[config.mk]
export PLATFORM = sky130hd
export DESIGN_NAME = ram_arbiter
export DESIGN_NICKNAME = d
export VERILOG_FILES = /design/src/rtl/ram_arb_pkg.sv /design/src/rtl/ram_arbiter.sv
export SDC_FILE = /design/constraint.sdc
export NUM_CORES = 1
export LEC_CHECK = 0
export ABC_AREA = 1
export CAP_MARGIN = 20
export CORE_ASPECT_RATIO = 1.4
export CORE_MARGIN = 4
export CORE_UTILIZATION = 43
export CTS_CLUSTER_SIZE = 20
export DETAILED_ROUTE_END_ITERATION = 16
export PLACE_DENSITY = 0.81
export SYNTH_ARGS = -nofsm -noshare
export SYNTH_HDL_FRONTEND = slang
export SYNTH_SLANG_ARGS = --single-unit
[constraint.sdc]
create_clock -name i_clk -period 1.8 [get_ports i_clk]
set_input_delay 0.36 -clock i_clk [delete_from_list [all_inputs] [get_ports i_clk]]
set_output_delay 0.36 -clock i_clk [all_outputs]
set_load 0.05 [all_outputs]
[src/rtl/ram_arb_pkg.sv]
// Shared types and constants for the RAM arbiter between the CPU and the loader port.
package ram_arb_pkg;

  typedef enum logic [2:0] {
    CPU_OWN,
    HALT_WAIT,
    LD_IDLE,
    LD_WRITE,
    LD_HOLD,
    LD_READ,
    RELEASE
  } arb_state_t;

  localparam int LD_HOLD_CYCLES = 1;

endpackage

[src/rtl/ram_arbiter.sv]
// Arbitrates the program/data RAM between the microcode CPU (default owner) and a loader port.
// Loader grants happen only at instruction boundaries; loader writes get a timed pulse plus hold.
module ram_arbiter
  import ram_arb_pkg::*;
#(
  parameter int ADDR_WIDTH      = 8,
  parameter int DATA_WIDTH      = 8,
  parameter int WR_PULSE_CYCLES = 2,
  parameter int MAX_BURST       = 16
) (
  input  logic                  i_clk,
  input  logic                  i_reset,
  input  logic [ADDR_WIDTH-1:0] i_cpuAddr,
  input  logic [DATA_WIDTH-1:0] i_cpuWrData,
  input  logic                  i_cpuWriteEn,
  input  logic                  i_cpuOE,
  input  logic                  i_cpuInstrBoundary,
  output logic                  o_cpuHalt,
  output logic [DATA_WIDTH-1:0] o_cpuRdData,
  input  logic                  i_ldReq,
  output logic                  o_ldGnt,
  input  logic                  i_ldValid,
  output logic                  o_ldReady,
  input  logic                  i_ldWrite,
  input  logic [ADDR_WIDTH-1:0] i_ldAddr,
  input  logic [DATA_WIDTH-1:0] i_ldWrData,
  output logic [DATA_WIDTH-1:0] o_ldRdData,
  output logic                  o_ldRdValid,
  output logic [ADDR_WIDTH-1:0] o_ramAddr,
  output logic [DATA_WIDTH-1:0] o_ramWrData,
  output logic                  o_ramWe,
  output logic                  o_ramOe,
  input  logic [DATA_WIDTH-1:0] i_ramRdData
);

  localparam int BW = $clog2(MAX_BURST + 1);
  localparam int PW = $clog2(WR_PULSE_CYCLES + 1);

  arb_state_t            state_reg, state_next;
  logic [BW-1:0]         burst_reg, burst_next;
  logic [PW-1:0]         pulse_reg, pulse_next;
  logic                  cpu_owed_reg, cpu_owed_next;
  logic [ADDR_WIDTH-1:0] addr_reg;
  logic [DATA_WIDTH-1:0] wdata_reg;
  logic [DATA_WIDTH-1:0] rd_data_reg;
  logic                  rd_valid_reg;

  logic burst_full;
  logic accept;
  logic loader_side;

  assign burst_full = (burst_reg == BW'(MAX_BURST));
  // A full burst stops accepting so the grant count never exceeds MAX_BURST.
  assign o_ldReady  = (state_reg == LD_IDLE) && !burst_full;
  assign accept     = i_ldValid && o_ldReady;

  always_comb begin
    state_next    = state_reg;
    burst_next    = burst_reg;
    pulse_next    = pulse_reg;
    cpu_owed_next = cpu_owed_reg;
    case (state_reg)
      CPU_OWN: begin
        if (!i_cpuInstrBoundary) cpu_owed_next = 1'b0;
        if (i_ldReq && !cpu_owed_reg) state_next = HALT_WAIT;
      end
      HALT_WAIT: begin
        if (!i_ldReq)                state_next = CPU_OWN;
        else if (i_cpuInstrBoundary) state_next = LD_IDLE;
      end
      LD_IDLE: begin
        if (accept) begin
          burst_next = burst_reg + BW'(1);
          pulse_next = '0;
          state_next = i_ldWrite ? LD_WRITE : LD_READ;
        end else if (!i_ldReq || burst_full) begin
          state_next = RELEASE;
        end
      end
      LD_WRITE: begin
        if (pulse_reg == PW'(WR_PULSE_CYCLES - 1)) begin
          pulse_next = '0;
          state_next = LD_HOLD;
        end else begin
          pulse_next = pulse_reg + PW'(1);
        end
      end
      LD_HOLD: begin
        if (pulse_reg == PW'(LD_HOLD_CYCLES - 1)) state_next = LD_IDLE;
        else                                       pulse_next = pulse_reg + PW'(1);
      end
      LD_READ: state_next = LD_IDLE;
      RELEASE: begin
        burst_next = '0;
        if (burst_full) cpu_owed_next = 1'b1;
        state_next = CPU_OWN;
      end
      default: state_next = CPU_OWN;
    endcase
  end

  always_ff @(posedge i_clk or negedge i_reset) begin
    if (!i_reset) begin
      state_reg    <= CPU_OWN;
      burst_reg    <= '0;
      pulse_reg    <= '0;
      cpu_owed_reg <= 1'b0;
      addr_reg     <= '0;
      wdata_reg    <= '0;
      rd_data_reg  <= '0;
      rd_valid_reg <= 1'b0;
    end else begin
      state_reg    <= state_next;
      burst_reg    <= burst_next;
      pulse_reg    <= pulse_next;
      cpu_owed_reg <= cpu_owed_next;
      if (accept) begin
        addr_reg  <= i_ldAddr;
        wdata_reg <= i_ldWrData;
      end
      if (state_reg == LD_READ) rd_data_reg <= i_ramRdData;
      rd_valid_reg <= (state_reg == LD_READ);
    end
  end

  // Everything past HALT_WAIT drives the RAM from the latched loader transfer.
  assign loader_side = (state_reg != CPU_OWN) && (state_reg != HALT_WAIT);

  always_comb begin
    o_ramAddr   = i_cpuAddr;
    o_ramWrData = i_cpuWrData;
    o_ramWe     = i_cpuWriteEn;
    o_ramOe     = i_cpuOE;
    if (loader_side) begin
      o_ramAddr   = addr_reg;
      o_ramWrData = wdata_reg;
      o_ramWe     = (state_reg == LD_WRITE);
      o_ramOe     = (state_reg == LD_READ);
    end
  end

  always_comb begin
    case (state_reg)
      CPU_OWN:   o_cpuHalt = 1'b0;
      HALT_WAIT: o_cpuHalt = i_cpuInstrBoundary;
      default:   o_cpuHalt = 1'b1;
    endcase
  end

  assign o_ldGnt     = (state_reg == LD_IDLE) || (state_reg == LD_WRITE) ||
                       (state_reg == LD_HOLD) || (state_reg == LD_READ);
  assign o_ldRdData  = rd_data_reg;
  assign o_ldRdValid = rd_valid_reg;
  assign o_cpuRdData = i_ramRdData;

endmodule
After elaboration in Yosys (flattened, before gate mapping)
Cells that the tools add are included.
{"block": "totals", "ff_bits": 36, "latch_bits": 0, "ram_bits": 0, "rom_bits": 0, "out_inout_bits": 38, "elab_cells": 72, "n_memories": 0}
{"block": "classes", "addsub": 2, "multipliers": 0, "div": 0, "magnitude_cmp": 0, "n_eq_ne": 18, "shift": 0, "n_mux": 23, "n_bitwise": 0, "n_reduce_logical": 21}
{"operator": "$mux 3", "count": 8}
{"operator": "$pmux 3 s6", "count": 1}
{"operator": "$mux 8", "count": 2}
{"operator": "$ne 2x2->1 const B", "count": 7}
{"operator": "$pmux 5 s2", "count": 1}
{"operator": "$eq 3x3->1 const B", "count": 3}
{"operator": "$eq 3x2->1 const B", "count": 2}
{"operator": "$mux 2", "count": 3}
{"operator": "$pmux 2 s3", "count": 1}
{"operator": "$reduce_and 3->1", "count": 2}
{"operator": "$reduce_bool 3->1", "count": 2}
{"operator": "$add 5x1->5 const B", "count": 1}
{"operator": "$eq 5x5->1 const B", "count": 1}
{"operator": "$mux 5", "count": 1}
{"operator": "$reduce_and 5->1", "count": 1}
{"operator": "$logic_and 1x1->1", "count": 4}
{"operator": "$logic_or 1x1->1", "count": 4}
{"operator": "$mux 1", "count": 4}
{"operator": "$pmux 1 s2", "count": 2}
{"operator": "$reduce_bool 2->1", "count": 2}
{"operator": "$eq 3x1->1 const B", "count": 1}
{"operator": "$logic_not 1->1", "count": 3}
{"operator": "$logic_not 3->1", "count": 1}
{"operator": "$ne 3x1->1 const B", "count": 1}
{"operator": "other kinds (6)", "count": 6}

Depth between registers and ports, before layout
Gate-level depths: netlist of the first run.
{"block": "depth", "depth_word": 6, "depth_mapped": 11}

Worst setup path after synthesis of the first run
OpenSTA, ideal clock, no wires.
{"block": "synth_timing", "path_kind": "register -> output", "startpoint": "register state_reg[2]", "endpoint": "output port o_cpuHalt", "t_arrival_ns": 1.790, "t_required_ns": 1.440, "slack_ns": -0.350, "path_stages_with_launch": 5, "path_buffers": 1, "cell_sequence": "dfrtp_1 buf_6 inv_1 nand3_1 o21ai_0"}
{"block": "synth_between", "elab_chain_len": 2, "elab_cells_between_ends": 3}
{"element": "start, declared", "line_no": "ram_arbiter.sv:39", "source": "arb_state_t state_reg, state_next;"}
{"element": "start signal, assigned", "line_no": "ram_arbiter.sv:113", "source": "state_reg <= state_next;"}
{"element": "$eq 3x1->1 or $logic_not 3->1 (tied branches)", "line_no": "ram_arbiter.sv:143", "source": "case (state_reg)"}
{"element": "$pmux 1 s2 *", "line_no": "ram_arbiter.sv:143"}
{"element": "end, declared", "line_no": "ram_arbiter.sv:18", "source": "output logic o_cpuHalt,"}
Every way passes the cells marked *; elsewhere a longest branch is shown, timed or not.

Final worst setup path of the first run
{"block": "layout_timing", "startpoint": "register state_reg[1]", "endpoint": "output port o_ramWrData[4]"}
{"block": "layout_between", "elab_chain_len": 3, "elab_cells_between_ends": 4}
{"element": "$ne 3x1->1 or $reduce_bool 3->1 (tied branches)", "line_no": "ram_arbiter.sv:127", "source": "assign loader_side = (state_reg != CPU_OWN) && (state_reg != HALT_WAIT);"}
{"element": "$logic_and 1x1->1 *", "line_no": "ram_arbiter.sv:127"}
{"element": "$mux 8 *", "line_no": "ram_arbiter.sv:134", "source": "if (loader_side) begin"}
{"element": "end, declared", "line_no": "ram_arbiter.sv:30", "source": "output logic [DATA_WIDTH-1:0] o_ramWrData,"}
Marks and branches as above.

==> metrics.txt, run 1 <==
clk sinks=36; number of buffers created by CTS=5; initial DRC count=roughly 120; Die Area=between 5000 and 6000 sq um; CP top delay family=simple AND/OR/NAND/NOR gates; number of synthesized flops with an enable pin=0; DRC=0; Post-Syn Area=~2000 sq um; Placement Rows=29; Pleak=1.82 nW; Crit path top cell by count=nand2_2; Reg2Reg Depth=10; chip height=roughly 90 um; synth unique cells=22; n_diodes=0; TritonCTS clock tree=built; Fmax=528 MHz; Final ANT Viol Nets=0; nets@finish=roughly 440; largest net degree at the start of global routing=37; final setup margin=-0.0939 ns; Crit Reg-Reg Endpoint=burst_reg[0]$_DFFE_PN0P_; syn_area_per_cell=7.21 sq um; Longest Clk Path Bufs=2; failing checks=negative setup slack; r2r startpoint=state_reg[1]$_DFFE_PN0P_; sequential share of the synthesized area=0.440; CTS Root Buffer Type=clkbuf_8; initial antenna violation count=0; critical path class=reg2out; All-Layer GR Usage=0.215; maximum vdd drop=1300 uV; critical path's slowest cell=dfrtp_2; Tot Pwr=0.00758 W; H-tree levels=2; GPL Wtd Cong=around 0.88; Worst EP arrival=1.53 ns; layout cells sized above 1=0.300; Vias/cell=4.91; final worst-path cycle share=1.05; first-pass GRT wire length=9.71 mm; asr flop ratio synth=1.00; worst path cell trace=nor2_4 -> nand2_2 -> nand2_4 -> clkbuf_16 -> nand2_1 -> nand2_2 -> buf_12; Crit. End Element=primary output; status=finished, violations left; Cells after Synth=284; fin. max-slew vios=0; Reg clk slew, reported paths=roughly 0.08 ns; clock latency on the worst-skew pair=0.30 ns; final hold viol count=0; Crit path buffers/inverters=2; Synth Area in Simple Gates=0.381; Crit Path Max Fanout=6; I/O pins=86; Avg WL per Cell=14.7 um; #FFs+latches synth=36; RSZ-0062 raised after global routing=yes; setup slack, reg-to-reg=0.15 ns; syn nets=337; area delta synth->final=73.0%; core region area=about 4600 sq um; fin cells=445; YS warnings=0; # port buffers=85; Pwr Density=2140 nW/um^2; total number of vias=2,183; startpoint class of the critical path=register; initial core utilization=0.448; vias in the first global route=2,087; class of the worst hold path=in2async; multiplexer share of the synthesized area=0; HPWL Detailed=4.42 mm; Synth Area in Compound Gates=0.0330; clock skew=between 0.005 and 0.006 ns; die width=66.3 um; placed insts=425; Worst Tran Pin Value=0.470 ns; Critical Path RT=1.44 ns; setup violators final=19; relative slew slack=0.687; most used flip-flop cell after synthesis=dfrtp_1; CP max stage delay=0.44 ns; Post-Route WL=6.55 mm; DR pass1 iterations=4; total grt overflow=0; Synth Area in XOR/XNOR=0.00855; Synth Area in Adders=0.0305; Max Cap Violations=0; largest family of logic cells by synthesized area=simple AND/OR/NAND/NOR gates; min Tclk post-route=1.89 ns
==> per-stage QoR <==
stage	area, sq um	setup TNS, ns	util	setup WS (ns)	hold slack (ns)
2_1_floorplan	2050	-0.0513	-	-0.0305	0.0644
3_3_place_gp	3200	0	0.700	0.0885	0.428
3_5_place_dp	3200	0	0.700	0.00864	0.429
4_1_cts	3440	-0.708	0.752	-0.0596	0.109
5_1_grt	3540	-2.65	0.775	-0.155	0.121
6_report	3540	-1.39	0.775	-0.0939	0.0900
==> cell usage after synthesis (2+ instances only) <==
library cell	n	area (sq um)
dfrtp_1	36	901
o21ai_1	3	15.0
buf_6	6	67.6
buf_4	9	67.6
inv_2	3	11.3
xor2_1	2	17.5
nand3_1	18	90.1
ha_1	5	62.6
inv_1	17	63.8
a21oi_1	3	15.0
nor2_1	10	37.5
nand2_4	2	22.5
o21ai_0	6	30.0
nor2_4	2	22.5
nand2_1	155	582
==> cell families after synthesis <==
group / after synthesis
AND/OR/NAND/NOR: 191
buffers and inverters: 37
flip-flops: 36
AO/OA/AOI/OAI: 13
adder cells (fa/ha/maj): 5
XOR/XNOR: 2
==> what timing repair did <==
item                                    CTS  global route
pin swaps                                 7             3
endpoints found under the setup margin   21            21
buffers inserted                          5             6
cloned                                    0             1
hold buffers                              0             0
gates resized for setup                  33            13
==> where the power goes <==
part           internal, W  switching, W  total [W]
sequential         0.00114      0.000226    0.00137
clock             0.000410      0.000315   0.000725
combinational      0.00235       0.00314    0.00549
total              0.00390       0.00368    0.00758
==> placed cells by master (no fill, tap or decap), types with 10 or more instances in the layout <==
cell	instances
buf_12	31
nand2_2	24
nand3_1	16
inv_1	12
buf_4	26
clkdlybuf4s50_1	46
nand2_1	130
nor2_1	10
dfrtp_1	34
==> layout make-up <==
type | count | area (sq um)
clock inverter | 3 | 42.5
timing repair buffer | 107 | 1330
clock buffer | 5 | 68.8
tap | 62 | 77.6
inverter | 21 | 86.3
fill | 284 | 1030
multi-input combinational | 211 | 1040
sequential | 36 | 903
==> worst max-delay path by stage <==
stage	from	to	slack, ns	cells past startpoint
3_3_place_gp	state_reg[1]$_DFFE_PN0P_	o_ramWe	0.09	7
6_report	state_reg[1]$_DFFE_PN0P_	o_ramWrData[4]	-0.09	7
2_1_floorplan	state_reg[2]$_DFFE_PN0P_	o_cpuHalt	-0.03	7
3_5_place_dp	state_reg[1]$_DFFE_PN0P_	o_ramAddr[4]	0.009	7
5_1_grt	state_reg[1]$_DFFE_PN0P_	o_ramWrData[4]	-0.15	7
4_1_cts	state_reg[1]$_DFFE_PN0P_	o_ramAddr[2]	-0.06	7
==> metal layers <==
metal | vias to the layer above | track usage | part of all wire
li1 | 1058 | - | -
met1 | 1028 | 0.231 | 0.35
met2 | 82 | 0.397 | 0.58
met3 | 15 | 0.0423 | 0.051
met4 | 0 | 0.105 | 0.025
met5 | - | 0 | 0
==> worst reg2reg max path: stages, from the launching register on <==
cell and delay, ns:
dfrtp_2 0.44, buf_4 0.15, buf_4 0.14, nand2_4 0.07, nor2_4 0.04, nand2_4 0.09
inv_4 0.04, buf_4 0.13, nand2_4 0.18, nand2_1 0.14, o21ai_1 0.15
Note: power is estimated with default switching activity, not from simulation.
==> run 2, diff against run 1 <==
- CELL_PAD_IN_SITES_DETAIL_PLACEMENT: unset -> 0
- CELL_PAD_IN_SITES_GLOBAL_PLACEMENT: unset -> 1
- CORE_MARGIN: 4 -> unset
- CORE_UTILIZATION: 43 -> 29
- PLACE_DENSITY: 0.81 -> unset
- PLACE_DENSITY_LB_ADDON: unset -> 0.1
==> run 2 against run 1 <==
The flow still finishes with violations (negative setup slack). Critical endpoint is now o_ramAddr[0]. Register-to-register slack got worse by 0.05 ns. Largest power group unchanged. Routed wire length shrank 11%. Critical path depth unchanged.
==> metrics.txt, run 2 (synthesis gave the netlist of run 1 again) <==
initial core utilization=0.306 (-0.142); chip height=101 um (+13%); Crit path buffers/inverters=2 (unchanged); CP max stage delay=0.44 ns (about the same); Placement Rows=35 (+21%); first-pass GRT wire length=9.18 mm (-5.4%); die width=73.0 um (+10%); critical path class=reg2out; failing checks=negative setup slack; All-Layer GR Usage=0.162 (-0.0527); Final ANT Viol Nets=0 (unchanged); dpl ws=0.0588 ns (+0.0501 ns); Hold Slack=0.0262 ns (-0.0638 ns); placed insts=456 (+7.3%); fillers=656 (+130%); Max Cap Violations=0 (unchanged); nets@finish=435 (unchanged); GPL Wtd Cong=0.798 (-9.3%); # port buffers=85 (unchanged); startpoint class of the critical path=register; met3 wire len=363 um (+8.0%); Crit. End Element=primary output; CTS Root Buffer Type=clkbuf_8; core region area=6700 sq um (+47%); Worst EP arrival=1.55 ns (+0.02 ns); clk sinks=36 (unchanged); I/O pins=86 (unchanged); n_diodes=0 (unchanged); total grt overflow=0 (unchanged); top layer in use=met4; setup violators final=20 (+1); Pleak=1.80 nW (-1.0%); relative slew slack=0.680 (-0.00641); largest net degree at the start of global routing=22 (-41%); initial antenna violation count=0 (unchanged); met1 WL=2.38 mm (+4.5%); area delta synth->final=71.7%; Post-Route WL=5.83 mm (-11%); vias in the first global route=1,980 (-5.1%); Avg WL per Cell=12.3 um (-17%); clock latency on the worst-skew pair=0.29 ns (about the same); DRC=0 (unchanged); critical path's slowest cell=dfrtp_1; final worst-path cycle share=1.06 (+0.0114); clock skew=0.00832 ns (+0.00300 ns); Stages on worst setup path=7 (unchanged); Reg clk slew, reported paths=0.08 ns (about the same); Pwr Density=2060 nW/um^2 (-3.5%); CTS hold repair buffers=0 (unchanged); layout cells sized above 1=0.279 (-0.0209); fin cells=475 (+6.7%); DR pass1 iterations=4 (unchanged); initial DRC count=97 (-18%); fin. max-slew vios=0 (unchanged); Die Area=7410 sq um (+25%); Critical Path RT=1.44 ns (about the same); final setup margin=-0.115 ns (-0.0206 ns); Vias/cell=4.38 (-11%); status=finished, violations left; worst path cell trace=nor2_4 -> nand2_2 -> nand2_4 -> clkbuf_16 -> nand2_1 -> nand2_2 -> buf_12; Worst Tran Pin Value=0.480 ns (+0.00961 ns); commonest non-fill, non-tap cell in the layout=nand2_1; final hold viol count=0 (unchanged); TritonCTS clock tree=built; Crit path top cell by count=nand2_2; Reg2Reg Depth=11 (+1); HPWL Detailed=4.28 mm (-3.0%); number of buffers created by CTS=5 (unchanged); maximum vdd drop=813 uV (-37%); RSZ-0062 raised after global routing=yes; total number of vias=2,080 (-4.7%); Longest Clk Path Bufs=2 (unchanged); H-tree levels=2 (unchanged); Fmax=522 MHz (-1.1%); Crit Path Max Fanout=8 (+2); class of the worst hold path=in2async; most frequent cells in the layout=nand2_1, clkdlybuf4s50_1, dfrtp_1; CP top delay family=simple AND/OR/NAND/NOR gates; min Tclk post-route=1.91 ns (+0.0206 ns); WL met2=3.04 mm (-19%)
[run 2: report_power, final]
part	leakage [nW]	total, W	internal (W)	switching [W]
clock network	0.0479	0.000566	0.000270	0.000296
logic	1.30	0.00534	0.00230	0.00304
registers	0.457	0.00135	0.00114	0.000217
[run 2: layout make-up]
| class | count | area, sq um | share of cell area |
|---|---|---|---|
| tap | 92 | 115 | 0.0327 |
| inverter | 21 | 83.8 | 0.0238 |
| timing repair buffer | 107 | 1320 | 0.374 |
| clock inverter | 3 | 18.8 | 0.00534 |
| clock buffer | 5 | 68.8 | 0.0196 |
| sequential | 36 | 902 | 0.256 |
| multi-input combinational | 211 | 1010 | 0.288 |
[run 2: worst paths after layout]
path / start / slack [ns] / end
setup / recovery: state_reg[1]$_DFFE_PN0P_ / -0.11 / o_ramAddr[0]
setup reg to reg: state_reg[1]$_DFFE_PN0P_ / 0.10 / burst_reg[0]$_DFFE_PN0P_
min in group i_clk: addr_reg[5]$_DFFE_PN0P_ / 0.47 / addr_reg[5]$_DFFE_PN0P_
hold / removal: i_reset / 0.03 / burst_reg[1]$_DFFE_PN0P_
max in group asynchronous: i_reset / 1.18 / addr_reg[4]$_DFFE_PN0P_
hold reg to reg: addr_reg[5]$_DFFE_PN0P_ / 0.47 / addr_reg[5]$_DFFE_PN0P_
[run 2: repair_timing]
action,4_1_cts,5_1_grt
cloned,0,1
buffers inserted,5,5
setup endpoints to repair,20,24
gates resized for setup,27,9
pin swaps,2,2
[run 2: through the flow]
step / total power [W] / util / instance area [sq um] / TNS, ns
final: 0.00726 / 0.525 / 3520 / -1.61
after global placement: 0.00621 / 0.482 / 3230 / 0
after detailed placement: 0.00623 / 0.482 / 3230 / 0
after CTS: 0.00709 / 0.511 / 3430 / -0.939
after floorplan: 0.00408 / - / 2050 / -0.0513
after global routing: 0.00772 / 0.525 / 3520 / -3.19
[run 2: per-layer routing]
metal  GRT usage  vias to the layer above
met2       0.279                       66
li1            -                     1057
met4      0.0452                        0
met5           0                        -
met1       0.196                      953
met3      0.0448                        4
